===== config.mk =====
export PLATFORM = sky130hd
export DESIGN_NAME = mulq_arbiter
export DESIGN_NICKNAME = d
export VERILOG_FILES = /design/src/rtl/mulq_arbiter.sv
export SDC_FILE = /design/constraint.sdc
export NUM_CORES = 1
export LEC_CHECK = 0
export CAP_MARGIN = 20
export CORE_MARGIN = 3
export CORE_UTILIZATION = 41
export CTS_CLUSTER_DIAMETER = 30
export DETAILED_ROUTE_END_ITERATION = 12
export PLACE_DENSITY = 0.87
export REMOVE_ABC_BUFFERS = 1
export SLEW_MARGIN = 20
export SYNTH_ARGS = -nofsm -noshare
export SYNTH_HDL_FRONTEND = slang
export SYNTH_SLANG_ARGS = --single-unit

===== constraint.sdc =====
create_clock -name clk -period 7.1 [get_ports clk]
set_input_delay 1.775 -clock clk [delete_from_list [all_inputs] [get_ports clk]]
set_output_delay 1.775 -clock clk [all_outputs]
set_load 0.02 [all_outputs]

===== src/rtl/mulq_arbiter.sv =====
// -----------------------------------------------------------------------------
// mulq_arbiter
//
// Shares one pipelined modular multiplier (c = a*b mod Q) among NREQ
// requesters. At most one operand pair is issued per cycle, chosen by
// round-robin. Each issue is tracked through the multiplier latency by a tag
// pipeline so the result can be routed back to its requester. A drain/halt
// handshake lets the multiplier be quiesced for reconfiguration.
//
// Parameters:
//   NREQ  number of requesters (2..4)
//   W     operand / result width
//   LAT   multiplier latency, from mul_a/mul_b sampled to mul_c valid (1..8)
//
// Ports:
//   clk        in   system clock, rising edge
//   rst        in   asynchronous reset, active-high
//   req_valid  in   [NREQ]    per-requester operand valid
//   req_ready  out  [NREQ]    one-hot grant (combinational)
//   req_a      in   [NREQ*W]  packed operand a, requester i at [i*W +: W]
//   req_b      in   [NREQ*W]  packed operand b, same packing
//   mul_a      out  [W]       registered operand a to the multiplier
//   mul_b      out  [W]       registered operand b to the multiplier
//   mul_c      in   [W]       multiplier result
//   rsp_valid  out  [NREQ]    one-hot result strobe, one cycle wide
//   rsp_data   out  [W]       result value, zero when rsp_valid == 0
//   drain_req  in   level request to stop issuing and empty the pipeline
//   halted     out  high while halted (pipeline empty, no issues)
//
// Optional build macro MULQ_ARB_STATS_EN adds:
//   stat_issues     out [32]  saturating count of transfers since reset
//   stat_conflicts  out [32]  saturating count of RUN cycles with >= 2 requests
// -----------------------------------------------------------------------------
module mulq_arbiter #(
    parameter int NREQ = 2,
    parameter int W    = 12,
    parameter int LAT  = 3
) (
    input  logic              clk,
    input  logic              rst,
    input  logic [NREQ-1:0]   req_valid,
    output logic [NREQ-1:0]   req_ready,
    input  logic [NREQ*W-1:0] req_a,
    input  logic [NREQ*W-1:0] req_b,
    output logic [W-1:0]      mul_a,
    output logic [W-1:0]      mul_b,
    input  logic [W-1:0]      mul_c,
    output logic [NREQ-1:0]   rsp_valid,
    output logic [W-1:0]      rsp_data,
    input  logic              drain_req,
    output logic              halted
`ifdef MULQ_ARB_STATS_EN
    ,
    output logic [31:0]       stat_issues,
    output logic [31:0]       stat_conflicts
`endif
);

    localparam int IDW   = (NREQ > 1) ? $clog2(NREQ) : 1;
    localparam int DEPTH = LAT + 1;
    localparam int CW    = $clog2(LAT + 2);

    typedef enum logic [1:0] {
        ST_RUN   = 2'd0,
        ST_DRAIN = 2'd1,
        ST_HALT  = 2'd2
    } state_t;

    state_t                       state_r;
    logic                         halted_r;
    logic [IDW-1:0]               rr_ptr_r;
    logic [W-1:0]                 mul_a_r;
    logic [W-1:0]                 mul_b_r;
    logic [DEPTH-1:0]             tag_vld_r;
    logic [DEPTH-1:0][IDW-1:0]    tag_id_r;
    logic [CW-1:0]                inflight_r;

    logic [2*NREQ-1:0]            rot_s;
    logic                         grant_any_s;
    logic [IDW:0]                 sel_s;
    logic [IDW:0]                 sum_s;
    logic [IDW-1:0]               grant_id_s;
    logic                         grant_en_s;
    logic                         xfer_s;
    logic                         tail_vld_s;
    logic [IDW-1:0]               tail_id_s;
    logic                         drain_done_s;
    logic [CW-1:0]                inflight_nxt_s;

    // Requester index to one-hot vector.
    function automatic logic [NREQ-1:0] id_to_onehot(input logic [IDW-1:0] id);
        logic [NREQ-1:0] oh;
        oh = {{(NREQ-1){1'b0}}, 1'b1} << id;
        return oh;
    endfunction

    // Round-robin search: rotate the doubled request vector so that bit 0 is
    // the requester at rr_ptr, then pick the lowest set bit and rotate back.
    always_comb begin
        rot_s       = {req_valid, req_valid} >> rr_ptr_r;
        grant_any_s = 1'b0;
        sel_s       = {(IDW+1){1'b0}};
        for (int k = NREQ - 1; k >= 0; k--) begin
            if (rot_s[k]) begin
                grant_any_s = 1'b1;
                sel_s       = (IDW+1)'(k);
            end else begin
                grant_any_s = grant_any_s;
            end
        end
        sum_s = {1'b0, rr_ptr_r} + sel_s;
        if (sum_s >= (IDW+1)'(NREQ)) begin
            sum_s = sum_s - (IDW+1)'(NREQ);
        end else begin
            sum_s = sum_s;
        end
        grant_id_s = sum_s[IDW-1:0];
    end

    // Grants only in RUN; a rising drain_req suppresses the grant that cycle.
    always_comb begin
        grant_en_s = (state_r == ST_RUN) && !drain_req;
        xfer_s     = grant_en_s && grant_any_s;
        if (xfer_s) begin
            req_ready = id_to_onehot(grant_id_s);
        end else begin
            req_ready = {NREQ{1'b0}};
        end
    end

    // Response routing from the tail of the tag pipeline.
    always_comb begin
        tail_vld_s = tag_vld_r[DEPTH-1];
        tail_id_s  = tag_id_r[DEPTH-1];
        if (tail_vld_s) begin
            rsp_valid = id_to_onehot(tail_id_s);
            rsp_data  = mul_c;
        end else begin
            rsp_valid = {NREQ{1'b0}};
            rsp_data  = {W{1'b0}};
        end
    end

    // In-flight bookkeeping; the pipeline counts as empty once the last
    // entry is retiring in the current cycle.
    always_comb begin
        inflight_nxt_s = inflight_r + {{(CW-1){1'b0}}, xfer_s}
                                    - {{(CW-1){1'b0}}, tail_vld_s};
        drain_done_s   = (inflight_r == {CW{1'b0}}) ||
                         ((inflight_r == CW'(1'b1)) && tail_vld_s);
    end

    // Operand registers, round-robin pointer, tag pipeline and in-flight count.
    always_ff @(posedge clk or posedge rst) begin
        if (rst) begin
            mul_a_r    <= {W{1'b0}};
            mul_b_r    <= {W{1'b0}};
            rr_ptr_r   <= {IDW{1'b0}};
            tag_vld_r  <= {DEPTH{1'b0}};
            tag_id_r   <= {(DEPTH*IDW){1'b0}};
            inflight_r <= {CW{1'b0}};
        end else begin
            if (xfer_s) begin
                mul_a_r <= req_a[grant_id_s*W +: W];
                mul_b_r <= req_b[grant_id_s*W +: W];
                if (grant_id_s == IDW'(NREQ - 1)) begin
                    rr_ptr_r <= {IDW{1'b0}};
                end else begin
                    rr_ptr_r <= grant_id_s + IDW'(1'b1);
                end
            end else begin
                mul_a_r  <= mul_a_r;
                mul_b_r  <= mul_b_r;
                rr_ptr_r <= rr_ptr_r;
            end
            tag_vld_r  <= {tag_vld_r[DEPTH-2:0], xfer_s};
            tag_id_r   <= {tag_id_r[DEPTH-2:0], (xfer_s ? grant_id_s : {IDW{1'b0}})};
            inflight_r <= inflight_nxt_s;
        end
    end

    // Drain/halt state machine with registered halted flag.
    always_ff @(posedge clk or posedge rst) begin
        if (rst) begin
            state_r  <= ST_RUN;
            halted_r <= 1'b0;
        end else begin
            case (state_r)
                ST_RUN: begin
                    if (drain_req) begin
                        state_r <= ST_DRAIN;
                    end else begin
                        state_r <= ST_RUN;
                    end
                    halted_r <= 1'b0;
                end
                ST_DRAIN: begin
                    if (!drain_req) begin
                        state_r  <= ST_RUN;
                        halted_r <= 1'b0;
                    end else if (drain_done_s) begin
                        state_r  <= ST_HALT;
                        halted_r <= 1'b1;
                    end else begin
                        state_r  <= ST_DRAIN;
                        halted_r <= 1'b0;
                    end
                end
                ST_HALT: begin
                    if (!drain_req) begin
                        state_r  <= ST_RUN;
                        halted_r <= 1'b0;
                    end else begin
                        state_r  <= ST_HALT;
                        halted_r <= 1'b1;
                    end
                end
                default: begin
                    state_r  <= ST_RUN;
                    halted_r <= 1'b0;
                end
            endcase
        end
    end

    assign mul_a  = mul_a_r;
    assign mul_b  = mul_b_r;
    assign halted = halted_r;

`ifdef MULQ_ARB_STATS_EN
    logic [31:0] stat_issues_r;
    logic [31:0] stat_conflicts_r;
    logic        conflict_s;

    // A conflict is any RUN cycle with two or more requesters asking.
    always_comb begin
        conflict_s = (state_r == ST_RUN) && ($countones(req_valid) >= 2);
    end

    // Saturating statistics counters.
    always_ff @(posedge clk or posedge rst) begin
        if (rst) begin
            stat_issues_r    <= 32'd0;
            stat_conflicts_r <= 32'd0;
        end else begin
            if (xfer_s && (stat_issues_r != 32'hFFFF_FFFF)) begin
                stat_issues_r <= stat_issues_r + 32'd1;
            end else begin
                stat_issues_r <= stat_issues_r;
            end
            if (conflict_s && (stat_conflicts_r != 32'hFFFF_FFFF)) begin
                stat_conflicts_r <= stat_conflicts_r + 32'd1;
            end else begin
                stat_conflicts_r <= stat_conflicts_r;
            end
        end
    end

    assign stat_issues    = stat_issues_r;
    assign stat_conflicts = stat_conflicts_r;
`endif

endmodule


==> impl_metrics.toml <==
[die]
io-pin-count = 106
die_width_um = 73
die-area_mm2 = 0.00533
core_area_mm2 = 0.00417
start_util_pct = 44.1
die_h_um = 73
rows = 23

[status]
status = "finished clean"

[yosys]
yosys_warnings = 0
postSynthCellCount = 147
synth_top_area_share_pct = 53.0
yosys.area.top_type = "dfrtp_1"
synth_ff_type = "dfrtp_1"
synth.area.top_cells = "dfrtp_1 (53%), a221o_1 (13%), and4_1 (11%)"
synth_async_sr_flop_share_pct = 100
syn_avg_cell_area_um2 = 12.5
synth_area_mm2 = 0.00184
seq_area_frac_synth_pct = 53.0
synth-seq-cells = 39
synth_cell_types = 22
yosys-top-cells-count = "dfrtp_1 (39), a221o_1 (24), and4_1 (24)"
synth_edf_count = 0
synth.most_common_cell = "dfrtp_1"

[power_and_ir_drop]
p_comb_share_pct = 46.5
switching_share_pct = 35.0
clkPwrFrac_pct = 15.4
power.share.sequential_pct = 38.0
ir_drop_v = 0.000171
p_sw_mw = 0.325
p_leak_nw = 1.29
totalPowerFinal_mw = 0.929
cellPowerDensity_mw_per_mm2 = 312
p_int_mw = 0.604

[worst_setup_path]
cp_max_fo = 27
worstPathArrival_ns = 3.73
path_class = "in2out"
cp.required_ns = 5.33
critPathLaunchType = "primary input"
crit_path_end_kind = "primary output"

[clock_network]
h-tree-depth = 2
cts_tree = "done"
clk_pin_slew_ns = 0.07
cts_buffers = 5
cts.sinks = 39
ctsHoldBuffers = 0
clockBufferDepth = 2
cts_root_buf = "clkbuf_8"
ctsResizeCount = 0
postCtsSetupBuffers = 0
clk_latency_ns = 0.29

[sta]
setup_violations = 0
setup-tns-final_ns = 0
rsz0062_at_grt = "no"
maxSlewHeadroom_pct = 51.1
clock.fmax_ghz = 0.182
fin_crit_ns = 5.51
setup_ws_ns = 1.59
worst_pin_slew_ns = 0.731
hold_viol = 0
finalCritPeriodShare_pct = 77.5
skew_ns = 0.00541
finalMaxSlewViolations = 0

[global_route]
grt_overflow = 0
antenna_found_initial = 0
grt_start_max_net_pins = 40
groute.usage.overall_pct = 19.0
grt_pass1_vias = 1551
grt_pass1_wl_mm = 7.57

[placement]
dpl_cell_area_mm2 = 0.00289
place_congestion = 0.703
dpl_worst_slack_ns = 1.63
numPortBuffers = 105
dp_hpwl_mm = 3.51

[routing]
antenna_left = 0
vias = 1595
route.detailed.drc = 0
wl_per_cell_um = 16.2
wl_mm = 4.83
first_pass_iters = 4
drtIter0Drc = 55
via_per_inst = 5.33

[final_layout]
syn2layout_area_growth_pct = 61.9
antenna_cells = 0
num-nets-final = 320
fill_cells = 333
final_area_mm2 = 0.00298
drive_gt1_share_pct = 4.82

[min_path]
hold_class = "reg2reg"

[run]
maxCapViolations = 0
==> state kept, by name, indices dropped and copies added (netlist names) <==
name	flops
mul_a	12
mul_b	12
tag_vld_r	4
inflight_r	3
tag_id_r	3
state_r	2
halted	1
rr_ptr_r	1
tail_id_s	1
==> power by group through the flow <==
stage | clock network [mW] | registers [mW] | logic (mW)
2_1_floorplan | 0 | 0.422 | 0.147
3_3_place_gp | 0 | 0.355 | 0.425
3_5_place_dp | 0 | 0.353 | 0.438
4_1_cts | 0.150 | 0.353 | 0.436
5_1_grt | 0.156 | 0.363 | 0.463
6_report | 0.143 | 0.353 | 0.432
==> logic make-up (layout without fill, tap and decap cells) <==
group                    Yosys count  in the layout  share of synthesized area (%)
AND/OR/NAND/NOR                   49             49                           19.5
flip-flops                        39             39                           53.0
buffers and inverters             21            123                           6.12
AO/OA/AOI/OAI                     29             29                           15.2
XOR/XNOR                           2              2                          0.952
adder cells (fa/ha/maj)            7              7                           5.17
==> final cells by class <==
type / count / area (um^2) / share of cell area [%]
clock buffers: 7 / 76.3 / 2.56
clock inverters: 1 / 5.00 / 0.168
inverters: 7 / 26.3 / 0.882
multi-input cells: 87 / 759 / 25.5
flip-flops and latches: 39 / 976 / 32.8
well taps: 50 / 62.6 / 2.10
repair buffers: 108 / 1070 / 36.0
==> final timing paths <==
path                               from       endpoint  slack, ns  cells after the start
setup / recovery              drain_req   req_ready[0]       1.59                      5
hold / removal             tag_vld_r[1]   tag_vld_r[2]       0.35                      0
setup reg to reg             state_r[0]  inflight_r[2]       4.44                     11
hold reg to reg            tag_vld_r[1]   tag_vld_r[2]       0.35                      0
max in group asynchronous           rst       mul_a[4]       4.88                      3
min in group asynchronous           rst  inflight_r[1]       1.90                      3
==> critical path, stage by stage <==
cell             delay [ns]
clkdlybuf4s50_1        0.45
nor2b_1                0.14
buf_4                  0.27
and3_4                 0.42
clkdlybuf4s50_1        0.67
==> layout by cell type (no fill, tap or decap) <==
master,Yosys,final
o21ba_2,1,1
buf_4,0,3
fa_1,1,1
nand2b_1,3,3
a21boi_0,1,1
clkbuf_8,0,5
xnor2_1,2,2
and2_1,13,13
inv_1,7,7
and3_1,1,1
o21ai_4,0,1
nor2_1,3,3
a221o_1,24,24
clkdlybuf4s50_1,0,105
nand2_1,2,2
and3_4,1,1
ha_1,6,6
a21o_1,1,1
and4_1,24,24
nor2b_1,2,2
clkinv_2,0,1
dfrtp_1,39,39
a31oi_1,1,1
clkbuf_1,7,2
==> routing by layer <==
layer | wire length [um] | GRT usage (%)
met5 | 0 | 0
met3 | 583 | 9.09
met2 | 2180 | 28.8
met4 | 99 | 7.99
met1 | 1960 | 23.0
==> through the flow <==
step / cells / hold WS (ns) / util (%)
2_1_floorplan: 133 / 0.331 / -
3_3_place_gp: 291 / 0.331 / 69.3
3_5_place_dp: 291 / 0.336 / 69.3
4_1_cts: 299 / 0.351 / 71.2
5_1_grt: 299 / 0.361 / 71.4
6_report: 299 / 0.350 / 71.4
(Power assumes the default switching activity.)
